## src/rtl/arch_defs_pkg.sv

```systemverilog
// Shared architecture definitions: datapath width and ALU operation encoding.
package arch_defs_pkg;

    localparam int unsigned DATA_WIDTH = 8;
    localparam int unsigned OP_WIDTH   = 2;

    typedef enum logic [OP_WIDTH-1:0] {
        ALU_ADD = 2'd0,
        ALU_SUB = 2'd1,
        ALU_AND = 2'd2,
        ALU_OR  = 2'd3
    } alu_op_e;

endpackage

```

## src/rtl/alu_arbiter_if.sv

```systemverilog
// Bus bundle for alu_arbiter: two request channels, the ALU operand/result
// channel and the response channel.
//   slave  : arbiter view (requests/ALU results in, grants/operands/response out)
//   master : environment view (requesters, ALU and response consumer)
interface alu_arbiter_if #(
    parameter int unsigned DATA_WIDTH = arch_defs_pkg::DATA_WIDTH
);

    localparam int unsigned OW = arch_defs_pkg::OP_WIDTH;

    // Requester 0
    logic                  req0_valid;
    logic                  req0_ready;
    logic [DATA_WIDTH-1:0] req0_a;
    logic [DATA_WIDTH-1:0] req0_b;
    logic [OW-1:0]         req0_op;

    // Requester 1
    logic                  req1_valid;
    logic                  req1_ready;
    logic [DATA_WIDTH-1:0] req1_a;
    logic [DATA_WIDTH-1:0] req1_b;
    logic [OW-1:0]         req1_op;

    // ALU side
    logic [DATA_WIDTH-1:0] alu_a;
    logic [DATA_WIDTH-1:0] alu_b;
    logic [OW-1:0]         alu_op;
    logic [DATA_WIDTH-1:0] alu_result;
    logic                  alu_zero;
    logic                  alu_carry;
    logic                  alu_negative;

    // Response side
    logic                  rsp_valid;
    logic                  rsp_ready;
    logic                  rsp_id;
    logic [DATA_WIDTH-1:0] rsp_data;
    logic                  rsp_zero;
    logic                  rsp_carry;
    logic                  rsp_negative;

    // Status
    logic                  busy;

    modport slave (
        input  req0_valid, req0_a, req0_b, req0_op,
        input  req1_valid, req1_a, req1_b, req1_op,
        input  alu_result, alu_zero, alu_carry, alu_negative,
        input  rsp_ready,
        output req0_ready, req1_ready,
        output alu_a, alu_b, alu_op,
        output rsp_valid, rsp_id, rsp_data, rsp_zero, rsp_carry, rsp_negative,
        output busy
    );

    modport master (
        output req0_valid, req0_a, req0_b, req0_op,
        output req1_valid, req1_a, req1_b, req1_op,
        output alu_result, alu_zero, alu_carry, alu_negative,
        output rsp_ready,
        input  req0_ready, req1_ready,
        input  alu_a, alu_b, alu_op,
        input  rsp_valid, rsp_id, rsp_data, rsp_zero, rsp_carry, rsp_negative,
        input  busy
    );

endinterface

```

## src/rtl/alu_arbiter.sv

```systemverilog
// Round-robin arbiter sharing one ALU between two requesters. One transaction
// is in flight at a time: grant in IDLE, flags captured after EXEC, result
// captured after CAPT, response held in RESP until accepted.
// Ports:
//   clk     : rising-edge clock shared with the ALU
//   reset_n : asynchronous active-low reset
//   bus     : alu_arbiter_if.slave (requests, ALU channel, response, busy)
module alu_arbiter #(
    parameter int unsigned DATA_WIDTH = arch_defs_pkg::DATA_WIDTH
) (
    input  logic         clk,
    input  logic         reset_n,
    alu_arbiter_if.slave bus
);

    localparam int unsigned OW = arch_defs_pkg::OP_WIDTH;

    typedef enum logic [1:0] {
        IDLE = 2'd0,
        EXEC = 2'd1,
        CAPT = 2'd2,
        RESP = 2'd3
    } state_e;

    state_e                state_q;
    state_e                state_d;
    logic                  last_grant_q;
    logic                  winner_c;
    logic                  grant_c;
    logic [DATA_WIDTH-1:0] win_a;
    logic [DATA_WIDTH-1:0] win_b;
    logic [OW-1:0]         win_op;

    // Round-robin pick: on a tie the requester not granted last wins.
    always_comb begin
        winner_c = bus.req1_valid;
        if (bus.req0_valid && bus.req1_valid) begin
            winner_c = ~last_grant_q;
        end
    end

    assign win_a  = winner_c ? bus.req1_a  : bus.req0_a;
    assign win_b  = winner_c ? bus.req1_b  : bus.req0_b;
    assign win_op = winner_c ? bus.req1_op : bus.req0_op;

    // Next-state and grant decode.
    always_comb begin
        state_d = state_q;
        grant_c = 1'b0;
        case (state_q)
            IDLE: begin
                if (bus.req0_valid || bus.req1_valid) begin
                    grant_c = 1'b1;
                    state_d = EXEC;
                end
            end
            EXEC: state_d = CAPT;
            CAPT: state_d = RESP;
            RESP: begin
                if (bus.rsp_ready) begin
                    state_d = IDLE;
                end
            end
            default: state_d = IDLE;
        endcase
    end

    // Grants are combinational; masked by reset so nothing is granted while held.
    assign bus.req0_ready = grant_c & reset_n & ~winner_c;
    assign bus.req1_ready = grant_c & reset_n &  winner_c;

    // State register with registered status outputs.
    always_ff @(posedge clk or negedge reset_n) begin
        if (!reset_n) begin
            state_q       <= IDLE;
            bus.rsp_valid <= 1'b0;
            bus.busy      <= 1'b0;
        end else begin
            state_q       <= state_d;
            bus.rsp_valid <= (state_d == RESP);
            bus.busy      <= (state_d != IDLE);
        end
    end

    // Operand launch on grant, flag capture after EXEC, result capture after CAPT.
    always_ff @(posedge clk or negedge reset_n) begin
        if (!reset_n) begin
            bus.alu_a        <= '0;
            bus.alu_b        <= '0;
            bus.alu_op       <= arch_defs_pkg::ALU_ADD;
            bus.rsp_id       <= 1'b0;
            bus.rsp_data     <= '0;
            bus.rsp_zero     <= 1'b0;
            bus.rsp_carry    <= 1'b0;
            bus.rsp_negative <= 1'b0;
            last_grant_q     <= 1'b1;
        end else begin
            if (grant_c) begin
                bus.alu_a    <= win_a;
                bus.alu_b    <= win_b;
                bus.alu_op   <= win_op;
                bus.rsp_id   <= winner_c;
                last_grant_q <= winner_c;
            end
            if (state_q == EXEC) begin
                bus.rsp_zero     <= bus.alu_zero;
                bus.rsp_carry    <= bus.alu_carry;
                bus.rsp_negative <= bus.alu_negative;
            end
            if (state_q == CAPT) begin
                bus.rsp_data <= bus.alu_result;
            end
        end
    end

endmodule

```

## src/flat_wrapper.sv

```systemverilog
// flat-port wrapper written by rule: the top's interface ports become plain ports
module alu_arbiter_flat 
#(
    parameter int unsigned DATA_WIDTH = arch_defs_pkg::DATA_WIDTH
)
  (clk, reset_n, bus_req0_valid, bus_req0_a, bus_req0_b, bus_req0_op, bus_req1_valid, bus_req1_a, bus_req1_b, bus_req1_op, bus_alu_result, bus_alu_zero, bus_alu_carry, bus_alu_negative, bus_rsp_ready, bus_req0_ready, bus_req1_ready, bus_alu_a, bus_alu_b, bus_alu_op, bus_rsp_valid, bus_rsp_id, bus_rsp_data, bus_rsp_zero, bus_rsp_carry, bus_rsp_negative, bus_busy);
  alu_arbiter_if #(.DATA_WIDTH(DATA_WIDTH)) bus_i ();
  input  logic clk;
  input  logic reset_n;
  input wire logic [$bits(bus_i.req0_valid)-1:0] bus_req0_valid;
  input wire logic [$bits(bus_i.req0_a)-1:0] bus_req0_a;
  input wire logic [$bits(bus_i.req0_b)-1:0] bus_req0_b;
  input wire logic [$bits(bus_i.req0_op)-1:0] bus_req0_op;
  input wire logic [$bits(bus_i.req1_valid)-1:0] bus_req1_valid;
  input wire logic [$bits(bus_i.req1_a)-1:0] bus_req1_a;
  input wire logic [$bits(bus_i.req1_b)-1:0] bus_req1_b;
  input wire logic [$bits(bus_i.req1_op)-1:0] bus_req1_op;
  input wire logic [$bits(bus_i.alu_result)-1:0] bus_alu_result;
  input wire logic [$bits(bus_i.alu_zero)-1:0] bus_alu_zero;
  input wire logic [$bits(bus_i.alu_carry)-1:0] bus_alu_carry;
  input wire logic [$bits(bus_i.alu_negative)-1:0] bus_alu_negative;
  input wire logic [$bits(bus_i.rsp_ready)-1:0] bus_rsp_ready;
  output wire logic [$bits(bus_i.req0_ready)-1:0] bus_req0_ready;
  output wire logic [$bits(bus_i.req1_ready)-1:0] bus_req1_ready;
  output wire logic [$bits(bus_i.alu_a)-1:0] bus_alu_a;
  output wire logic [$bits(bus_i.alu_b)-1:0] bus_alu_b;
  output wire logic [$bits(bus_i.alu_op)-1:0] bus_alu_op;
  output wire logic [$bits(bus_i.rsp_valid)-1:0] bus_rsp_valid;
  output wire logic [$bits(bus_i.rsp_id)-1:0] bus_rsp_id;
  output wire logic [$bits(bus_i.rsp_data)-1:0] bus_rsp_data;
  output wire logic [$bits(bus_i.rsp_zero)-1:0] bus_rsp_zero;
  output wire logic [$bits(bus_i.rsp_carry)-1:0] bus_rsp_carry;
  output wire logic [$bits(bus_i.rsp_negative)-1:0] bus_rsp_negative;
  output wire logic [$bits(bus_i.busy)-1:0] bus_busy;
  assign bus_i.req0_valid = bus_req0_valid;
  assign bus_i.req0_a = bus_req0_a;
  assign bus_i.req0_b = bus_req0_b;
  assign bus_i.req0_op = bus_req0_op;
  assign bus_i.req1_valid = bus_req1_valid;
  assign bus_i.req1_a = bus_req1_a;
  assign bus_i.req1_b = bus_req1_b;
  assign bus_i.req1_op = bus_req1_op;
  assign bus_i.alu_result = bus_alu_result;
  assign bus_i.alu_zero = bus_alu_zero;
  assign bus_i.alu_carry = bus_alu_carry;
  assign bus_i.alu_negative = bus_alu_negative;
  assign bus_i.rsp_ready = bus_rsp_ready;
  assign bus_req0_ready = bus_i.req0_ready;
  assign bus_req1_ready = bus_i.req1_ready;
  assign bus_alu_a = bus_i.alu_a;
  assign bus_alu_b = bus_i.alu_b;
  assign bus_alu_op = bus_i.alu_op;
  assign bus_rsp_valid = bus_i.rsp_valid;
  assign bus_rsp_id = bus_i.rsp_id;
  assign bus_rsp_data = bus_i.rsp_data;
  assign bus_rsp_zero = bus_i.rsp_zero;
  assign bus_rsp_carry = bus_i.rsp_carry;
  assign bus_rsp_negative = bus_i.rsp_negative;
  assign bus_busy = bus_i.busy;
  alu_arbiter #(.DATA_WIDTH(DATA_WIDTH)) u_core (.clk(clk), .reset_n(reset_n), .bus(bus_i));
endmodule
```

## config.mk

```make
export PLATFORM = sky130hd
export DESIGN_NAME = alu_arbiter_flat
export DESIGN_NICKNAME = d
export VERILOG_FILES = /design/src/rtl/arch_defs_pkg.sv /design/src/rtl/alu_arbiter_if.sv /design/src/rtl/alu_arbiter.sv /design/src/flat_wrapper.sv
export SDC_FILE = /design/constraint.sdc
export NUM_CORES = 1
export LEC_CHECK = 0
export CAP_MARGIN = 15
export CORE_ASPECT_RATIO = 2
export CORE_MARGIN = 1.5
export CORE_UTILIZATION = 35
export DETAILED_ROUTE_END_ITERATION = 7
export PLACE_DENSITY = 0.85
export SLEW_MARGIN = 30
export SYNTH_ARGS = -nofsm -noshare
export SYNTH_HDL_FRONTEND = slang
export SYNTH_SLANG_ARGS = --single-unit
```

## constraint.sdc

```tcl
create_clock -name clk -period 1.5 [get_ports clk]
set_input_delay 0.3 -clock clk [delete_from_list [all_inputs] [get_ports clk]]
set_output_delay 0.3 -clock clk [all_outputs]
set_load 0.03 [all_outputs]
```

==> metrics.txt <==
status finished, violations left; violated checks negative setup slack; share of the synthesized area in the top cell type 0.5388; GRT Residual Overflow 0; final hold vios 0; worst reg-to-reg setup slack -0.14 ns; end of the worst register-to-register path u_core.bus.alu_b[2]$_DFFE_PN0P_; Starting Density 0.3639; Comb power frac 0.555; critical path class flip-flop to output pin; CTS Sinks 35; total I/O pin count 86; dpl hpwl 3004 um; Post-synth EDFFs 0; total routed wirelength 3996 um; minimum clock period ~1.6 ns; P_int 0.003078 W; diode count 0; post-place setup slack -0.3813 ns; Critical Path Sink Type output pin; total CTS buffers 5; Final Max Tran Viols 0; FF-to-FF path depth 5; Slew HR 0.7642; Yosys reg bits 35; switching part of the total power 0.4096; Root Buffer clkbuf_8; type of the worst min-delay path input port to async pin; Unique masters post-synth 20; count of input and output buffers 85; # rows 34; Layout Nets 263; core area 4339 um2; Skew-Pair Late Insertion Delay around 0.28 ns; Worst Setup SP u_core.last_grant_q$_DFFE_PN1P_; vias in the first global route 1342; Filler cells about 360; Req. time, crit path 1.20 ns; initial antenna violation count 0; H-tree lvl count 2; ys flop type dfrtp_1; WP data arrival 1.35 ns; register area share after synthesis 0.5555; final setup fails 20; period utilisation layout 1.097; ys async rst share 1.000; largest net degree at the start of global routing 20; reg-to-reg startpoint u_core.last_grant_q$_DFFE_PN1P_; DR DRC count 0; first-pass GRT wire length 6430 um; CP endpoint bus_req0_ready; final worst slack -0.1459 ns; GR Util All Layers 0.1759; most frequent cells in the layout clkdlybuf4s50_1, mux2_2, dlygate4sd2_1; fin area around 2700 um2; Lkg Pwr 1.252 nW; Syn Area/Cell roughly 15 um2; die extent in x 50.50 um; worst slew pin tran 0.3551 ns; Final GP Congestion 0.7651; RSZ-0062 raised after global routing yes; initial detailed-routing violation count 10; Netlist Area Pre-Place 1579 um2; clock tree buffer depth 2; Layout area overhead 73.38%; Synthesis Warnings 0; startpoint types flip-flop; CP Max Fanout 4; Setup Skew 0.005722 ns; commonest non-fill, non-tap cell in the layout clkdlybuf4s50_1; Post-DRT Antenna Nets 0; area leader, netlist dfrtp_1; CTS tree done; clock share of power 0.123; sequential fraction of design power 0.322; switching power about 0.0021 W; Peak VDD IR ~1.2 mV; DRT Pass-1 Iters 3; die area 4948 um2; routed vias/inst roughly 4.7; height of the die roughly 98 um; cells after synthesis 106; wire per inst roughly 15 um; power density over the cells 1904 nW/um2; MaxCap Viol Count 0; Vias between 1000 and 1500; dpl cell area 2570 um2; Reg clk slew, reported paths 0.07 ns; top area cells in the synthesized netlist dfrtp_1, mux2_2, mux2_4; fmax between 600 and 700 MHz; Mapped Nets approximately 160; share of layout cells above drive strength 1 0.3962
-- through the flow --
stage                     instances  setup TNS (ns)  hold WS [ns]  power, W    util
final                           266          -2.306       0.03878  0.005212  0.6309
after global routing            266          -3.316       0.05145  0.005496  0.6309
after CTS                       264          -2.441       0.04042  0.005205  0.6263
after detailed placement        251          -7.177        0.1505  0.004781  0.5923
after global placement          251          -6.615        0.1525  0.004707  0.5923
after floorplan                 106         -0.7682      0.004409  0.003438       -
-- repair_timing --
action | CTS | global route
gates resized for setup | 52 | 2
hold buffers | 1 | 0
setup endpoints to repair | 52 | 20
setup buffers | 4 | 2
endpoints found under the hold margin | 5 | 0
pin swaps | 0 | 1
-- area by class of cell --
cell class / count / area (um2) / area share
Clock buffer: 5 / 68.82 / 0.02514
Clock inverter: 3 / 15.01 / 0.005484
Inverter: 1 / 3.754 / 0.001371
Multi-Input combinational cell: 65 / 715.7 / 0.2614
Sequential cell: 35 / 879.6 / 0.3213
Tap cell: 54 / 67.56 / 0.02468
Timing Repair Buffer: 103 / 987.2 / 0.3606
-- sequential cells by signal, summed over array words and instances, names as in the netlist --
signal,flops
u_core.bus.busy,1
u_core.bus.rsp_negative,1
u_core.bus.rsp_zero,1
u_core.bus.rsp_carry,1
u_core.bus.rsp_data,8
u_core.bus.alu_op,2
u_core.last_grant_q,1
u_core.bus.rsp_valid,1
u_core.bus.rsp_id,1
u_core.bus.alu_a,8
u_core.bus.alu_b,8
u_core.state_q,2
-- kinds of logic after synthesis --
logic type	after synthesis	share of synthesized area
mux	47	0.3566
flops	35	0.5555
simple gates	11	0.03249
compound gates	7	0.03011
buf+inv	6	0.02535
-- per-layer routing --
layer  track usage  part of all wire
met5             0                 0
met4       0.07692             0.025
met3       0.03976             0.047
met2        0.3279              0.60
met1        0.1781              0.33
-- cell usage after synthesis, types with 2 or more instances --
master	instances
and3_1	2
nand2_1	4
mux2_4	9
dfrtp_1	34
buf_6	2
mux2_2	38
buf_2	2
nor2_1	3
-- worst min-delay path by stage --
stage                 start                               to  slack, ns  cells past startpoint
global route        reset_n  u_core.bus.alu_b[4]$_DFFE_PN0P_       0.05                      2
global placement    reset_n      u_core.state_q[0]$_DFF_PN0_       0.15                      1
CTS                 reset_n  u_core.bus.alu_b[1]$_DFFE_PN0P_       0.04                      2
floorplan           reset_n  u_core.bus.alu_a[0]$_DFFE_PN0P_      0.004                      0
finish              reset_n  u_core.bus.alu_b[6]$_DFFE_PN0P_       0.04                      2
detailed placement  reset_n      u_core.state_q[1]$_DFF_PN0_       0.15                      1
-- power by group through the flow --
stage	sequential (W)	clock (W)	combinational, W
4_1_cts	0.00168	0.000661	0.00286
3_3_place_gp	0.00169	0	0.00302
5_1_grt	0.00174	0.000707	0.00305
6_report	0.00168	0.000639	0.00289
3_5_place_dp	0.00170	0	0.00308
2_1_floorplan	0.00256	0	0.000874
-- worst max-delay path, cell delays in order (launching register included) --
cell and delay, ns:
dfstp_2 0.53, a21bo_1 0.15, buf_12 0.13, nand2_4 0.05, nor2_4 0.08, buf_6 0.13
(Power assumes the default switching activity.)
